### config.mk
export PLATFORM = sky130hd
export DESIGN_NAME = accum_sched_flat
export DESIGN_NICKNAME = d
export VERILOG_FILES = /design/src/rtl/accum_sched_if.sv /design/src/rtl/accum_sched.sv /design/src/flat_wrapper.sv
export SDC_FILE = /design/constraint.sdc
export NUM_CORES = 1
export LEC_CHECK = 0
export CAP_MARGIN = 20
export CORE_MARGIN = 1.5
export CORE_UTILIZATION = 40
export DETAILED_ROUTE_END_ITERATION = 8
export GPL_TIMING_DRIVEN = 0
export PLACE_DENSITY = 0.74
export SLEW_MARGIN = 0
export SYNTH_ARGS = -nofsm -noshare
export SYNTH_HDL_FRONTEND = slang
export SYNTH_SLANG_ARGS = --single-unit
### constraint.sdc
create_clock -name clk -period 2.25 [get_ports clk]
set_input_delay 0.3375 -clock clk [delete_from_list [all_inputs] [get_ports clk]]
set_output_delay 0.3375 -clock clk [all_outputs]
set_load 0.02 [all_outputs]
### src/rtl/accum_sched_if.sv
// accum_sched_if: request/sample/result bundle between producers, scheduler and consumer
interface accum_sched_if #(parameter int DATA_W = 4, parameter int SUM_W = 6);
    logic [1:0]        req;
    logic [DATA_W-1:0] data0;
    logic [DATA_W-1:0] data1;
    logic [1:0]        gnt;
    logic              busy;
    logic [SUM_W-1:0]  sum;
    logic              sum_valid;
    logic              sum_id;
    modport master (output req, data0, data1, input gnt, busy, sum, sum_valid, sum_id);
    modport slave (input req, data0, data1, output gnt, busy, sum, sum_valid, sum_id);
endinterface

### src/rtl/accum_sched.sv
// accum_sched: round-robin two-requester scheduler feeding a 4-sample accumulator
module accum_sched (
    input logic clk,
    input logic reset,
    accum_sched_if.slave bus
);
    localparam int SUM_W = $bits(bus.sum);
    typedef enum logic [1:0] {IDLE, ACC, DONE} state_t;
    state_t state;
    logic [1:0] cnt;
    logic last;
    logic win;
    logic [SUM_W-1:0] word;
    // on contention the requester not granted last time wins
    assign win = &bus.req ? ~last : bus.req[1];
    assign word = SUM_W'(bus.gnt[1] ? bus.data1 : bus.data0);
    assign bus.busy = state != IDLE;
    always_ff @(posedge clk) begin
        if (reset) begin
            state <= IDLE;
            cnt <= 2'd0;
            last <= 1'b1;
            bus.gnt <= 2'b00;
            bus.sum <= '0;
            bus.sum_valid <= 1'b0;
            bus.sum_id <= 1'b0;
        end else begin
            case (state)
                IDLE: if (|bus.req) begin
                    bus.gnt <= 2'b01 << win;
                    bus.sum_id <= win;
                    last <= win;
                    cnt <= 2'd0;
                    state <= ACC;
                end
                ACC: begin
                    bus.sum <= (cnt == 2'd0) ? word : bus.sum + word;
                    cnt <= cnt + 2'd1;
                    if (cnt == 2'd3) begin
                        bus.gnt <= 2'b00;
                        bus.sum_valid <= 1'b1;
                        state <= DONE;
                    end
                end
                DONE: begin
                    bus.sum_valid <= 1'b0;
                    state <= IDLE;
                end
                default: state <= IDLE;
            endcase
        end
    end
endmodule

### src/flat_wrapper.sv
// flat-port wrapper written by rule: the top's interface ports become plain ports
module accum_sched_flat 
  (clk, reset, bus_req, bus_data0, bus_data1, bus_gnt, bus_busy, bus_sum, bus_sum_valid, bus_sum_id);
  accum_sched_if bus_i ();
  input logic clk;
  input logic reset;
  input wire logic [$bits(bus_i.req)-1:0] bus_req;
  input wire logic [$bits(bus_i.data0)-1:0] bus_data0;
  input wire logic [$bits(bus_i.data1)-1:0] bus_data1;
  output wire logic [$bits(bus_i.gnt)-1:0] bus_gnt;
  output wire logic [$bits(bus_i.busy)-1:0] bus_busy;
  output wire logic [$bits(bus_i.sum)-1:0] bus_sum;
  output wire logic [$bits(bus_i.sum_valid)-1:0] bus_sum_valid;
  output wire logic [$bits(bus_i.sum_id)-1:0] bus_sum_id;
  assign bus_i.req = bus_req;
  assign bus_i.data0 = bus_data0;
  assign bus_i.data1 = bus_data1;
  assign bus_gnt = bus_i.gnt;
  assign bus_busy = bus_i.busy;
  assign bus_sum = bus_i.sum;
  assign bus_sum_valid = bus_i.sum_valid;
  assign bus_sum_id = bus_i.sum_id;
  accum_sched u_core (.clk(clk), .reset(reset), .bus(bus_i));
endmodule
Word-level counts from Yosys, hierarchy flattened
Cells that the tools add are included.
W data, S select, Z words.
{"block": "totals", "reg_bits": 15, "inputBits": 12, "out_inout_bits": 11, "elab_cells": 41}
{"block": "classes", "addsub": 2, "eq_ne": 5, "n_shift": 1, "mux": 13, "n_bitwise": 1, "reduce_logical": 12}
{"operator": "$pmux W2 S2", "count": 3}
{"operator": "$mux W2", "count": 5}
{"operator": "$reduce_and A2 Y1", "count": 5}
{"operator": "$add A6 B6 Y6", "count": 1}
{"operator": "$mux W6", "count": 1}
{"operator": "$reduce_bool A2 Y1", "count": 3}
{"operator": "$eq A2 B2 Y1 const B", "count": 2}
{"operator": "$logic_not A2 Y1", "count": 2}
{"operator": "$mux W4", "count": 1}
{"operator": "$ne A2 B1 Y1 const B", "count": 2}
{"operator": "$reduce_and A3 Y1", "count": 1}
{"operator": "$add A2 B1 Y2 const B", "count": 1}
{"operator": "$eq A2 B1 Y1 const B", "count": 1}
{"operator": "$mux W1", "count": 2}
{"operator": "$pmux W1 S2", "count": 1}
{"operator": "$reduce_or A2 Y1", "count": 1}
{"operator": "$shl A1 B1 Y2 const A", "count": 1}
{"operator": "$not A1 Y1", "count": 1}

Depth between registers and ports, before layout
{"block": "logic_depth", "word_depth": 5, "depth_mapped": 8, "depth_no_buf": 8}

Least setup slack after synthesis
OpenSTA, ideal clock, no wires.
{"block": "synth_timing", "path_kind": "reg2reg", "startpoint": "register u_core.bus.gnt[1]", "endpoint": "register u_core.bus.sum[3]", "setup_time_ns": 0.086, "arrival_ns": 1.923, "required_time_ns": 2.164, "slack_ns": 0.242, "path_stages_with_launch": 7, "n_path_buf": 0, "synth_period_minus_slack_ns": 2.008, "cell_sequence": "dfxtp_1 -> mux2i_1 -> inv_1 -> ha_1 -> a211o_1 -> a211o_1 -> a211oi_1"}
{"block": "synth_between", "elab_chain_cells": 3}
{"element": "start, declared", "line": "accum_sched_if.sv:12", "text": "modport slave (input req, data0, data1, output gnt, busy, sum, sum_valid, sum_id);"}
{"element": "start signal, assigned", "line": "accum_sched.sv:30", "text": "bus.gnt <= 2'b01 << win;"}
{"element": "$mux W4 *", "line": "accum_sched.sv:16", "text": "assign word = SUM_W'(bus.gnt[1] ? bus.data1 : bus.data0);"}
{"element": "$add A6 B6 Y6", "line": "accum_sched.sv:37", "text": "bus.sum <= (cnt == 2'd0) ? word : bus.sum + word;"}
{"element": "$mux W6 *", "line": "accum_sched.sv:37"}
{"element": "end signal, assigned", "line": "accum_sched.sv:37"}
{"element": "end, declared", "line": "accum_sched_if.sv:12"}
Mark *: on every way between the ends. The rest lies on a longest branch, timed or not.
A chain may end at the register's enable or synchronous reset.

Worst setup path in the final report
Same ends and word-level chain as after synthesis.

==> reports/metrics.csv <==
stage,metric,value,unit
die,I/O Pins,23,
finish,"commonest non-fill, non-tap cell in the layout",clkdlybuf4s50_1,
grt,gr usage total,17.7,%
finish,layout cell share with drive strength beyond 1,10.6,%
sta,Final Skew,0.00301,ns
status,outcome,"complete, no violations",
worst_setup_path,max incr delay on CP,0.51,ns
detailed_routing,DR iter-0 viols,6,
grt,initial antenna violation count,0,
place,Post-Place Cell Area,0.00109,mm2
yosys,register area share after synthesis,36.0,%
clock_network,Root Buffer,clkbuf_4,
worst_setup_path,CP max-delay cell,dfxtp_1,
sta,RSZ-0062 raised after global routing,false,
place,Placer Congestion,0.812,
clock_network,Setup Buffers After CTS,0,
detailed_routing,vias post-DR,780,
place,Setup WS pre-CTS,-0.0190,ns
detailed_routing,WL per Instance,12.7,um
sta,Final Hold Viols,0,
sta,fin crit period,2.08,ns
finish,synth-to-layout area growth,34.2,%
clock_network,CTS max path bufs,2,
die,Die H,48.7,um
clock_network,clk sink count,15,
die,die width,48.7,um
die,Starting Density,42.5,%
power,Power Density,585,mW/mm2
grt,first-pass GRT wire length,3260,um
finish,fillers,198,
grt,gr ovfl total,0,
finish,most frequent cells in the layout,"clkdlybuf4s50_1 (22), dfxtp_1 (15), a21oi_1 (13)",
power,leakage,0.000455,uW
finish,Finished Layout Cells,150,
yosys,Post-Synthesis Cells,97,
worst_setup_path,"delay-heaviest family, CP",compound AO/OA/AOI/OAI gates,
clock_network,Clock H-tree levels,1,
worst_setup_path,"Cell Chain, Critical Path","mux2i_2, inv_1, ha_1, a211o_1, a211o_1, a211oi_1",
yosys,"flops & latches, synth",15,
detailed_routing,post-route ant nets,0,
grt,vias in the first global route,770,
worst_setup_path,Worst setup SP type,flip-flop,
detailed_routing,via density per instance,5.20,
worst_setup_path,maximum fanout along the worst path,6,
place,dpl cells,146,
worst_setup_path,"Arr. time, crit path",2.28,ns
clock_network,cts bufs inserted,3,
clock_network,# hold bufs at CTS,0,
detailed_routing,DR pass1 iterations,4,
sta,Slew headroom,65.9,%
worst_setup_path,reg2reg setup slack,0.17,ns
clock_network,CTS tree,yes,
yosys,Mapped Avg Cell Area,8.60,um2
sta,Final setup viols,0,
grt,largest net degree at the start of global routing,11,
worst_setup_path,WP data required,2.45,ns
hold_path,Worst Hold Class,reg -> reg,
worst_setup_path,crit path buf inv count,1,
worst_setup_path,CP dominant cell by count,a211o_1,
worst_setup_path,Crit Path Class,reg -> reg,
sta,setup slack after layout,0.166,ns
clock_network,clock latency on the worst-skew pair,0.28,ns
die,core box area,0.00196,mm2
yosys,Syn Std Cell Area,835,um2
worst_setup_path,Critical Path End Type,flip-flop,
place,Port Buffers,22,
power,worst ir drop on vdd,339,uV
yosys,Synthesis Warnings,0,
finish,design area,0.00112,mm2
yosys,Yosys cell types,27,
power,Tot Pwr,655,uW
job,Maximum Capacitance Violations,0,
sta,final setup TNS,0,ns
clock_network,post-CTS resize count,0,
detailed_routing,drc violations,0,
sta,period utilization,92.6,%
clock_network,Clock Pin Slew Worst Setup and Hold Paths,0.10,ns
detailed_routing,WL final,1910,um
die,Cell Rows,16,
finish,# diodes,0,
sta,Slew @ Worst Pin,0.512,ns
die,Die ar.,0.00237,mm2
finish,Final nets,143,
yosys,Post-Syn Nets,116,
sta,Max Freq,0.480,GHz
sta,Max Transition Viols Final,0,
place,hpwl dp,1430,um
[kinds of logic after synthesis]
group           Yosys count  share of synthesized area [%]
fa+ha+maj                 7                           11.4
compound gates           26                           18.7
flops                    15                           36.0
simple gates             33                           20.1
buf+inv                   9                           4.95
mux                       7                           8.85
[report_power, final]
part           switching, uW  total, uW  internal, uW
Sequential              15.6        299           284
Clock                   92.0        158          66.0
Combinational           98.2        197          99.1
[flip-flops by register name, summed over array words and instances (netlist names)]
signal / flops
u_core.bus.sum: 6
u_core.bus.gnt: 2
u_core.cnt: 2
u_core.state: 2
u_core.bus.sum_id: 1
u_core.bus.sum_valid: 1
u_core.last: 1
[cell type report]
class | instances | area (um2) | share of cell area, %
plain buffers | 3 | 18.8 | 1.68
clock buffers | 3 | 22.5 | 2.01
clock inverters | 1 | 5.00 | 0.447
inverters | 6 | 22.5 | 2.01
multi-input cells | 73 | 497 | 44.4
flip-flops and latches | 15 | 300 | 26.8
well taps | 27 | 33.8 | 3.02
repair buffers | 22 | 220 | 19.7
[final timing paths]
path                                   startpoint                end  depth (start not counted)
worst max register to register  u_core.bus.gnt[1]  u_core.bus.sum[3]                          6
worst max-delay path            u_core.bus.gnt[1]  u_core.bus.sum[3]                          6
worst min-delay path            u_core.bus.sum_id  u_core.bus.sum_id                          2
worst min register to register  u_core.bus.sum_id  u_core.bus.sum_id                          2
[Yosys cell counts]
cell	instances	share of area (%)
a211o_1	2	2.1
a211oi_1	2	1.8
a21boi_1	1	0.90
a21o_1	1	0.90
a21oi_1	13	7.8
buf_6	1	1.3
clkbuf_1	2	0.90
dfxtp_1	15	36
fa_1	1	2.4
ha_1	6	9.0
inv_1	6	2.7
mux2_2	3	4.0
mux2i_1	4	4.8
nand2_1	10	4.5
nand2_2	1	0.75
nand2b_1	2	1.5
nand3_1	5	3.0
nor2_1	4	1.8
nor2b_1	4	3.0
nor2b_2	1	1.0
nor3_1	2	1.2
o21a_1	2	1.8
o21ai_0	4	2.4
o21ai_2	1	1.0
or2_2	1	0.75
or2b_1	2	1.8
or3_1	1	0.75
[through the flow]
stage	util, %	hold slack [ns]
final	57.1	0.461
after global routing	57.1	0.499
after detailed placement	55.5	0.452
after global placement	55.5	0.446
after floorplan	-	0.409
after CTS	56.9	0.466
[layer usage]
layer,global-route usage (%),share of wire (%),routed length [um],vias to the layer above
met3,3.70,4.3,81,12
met4,8.57,3.1,60,0
met1,20.0,44,835,356
li1,-,-,-,386
met2,31.5,49,928,26
met5,0,0,0,-
[tightest hold or removal path: stages, from the launching register on]
cell and delay (ns):
dfxtp_1 0.32, nand2_1 0.05, a21oi_1 0.05
(Power assumes the default switching activity.)
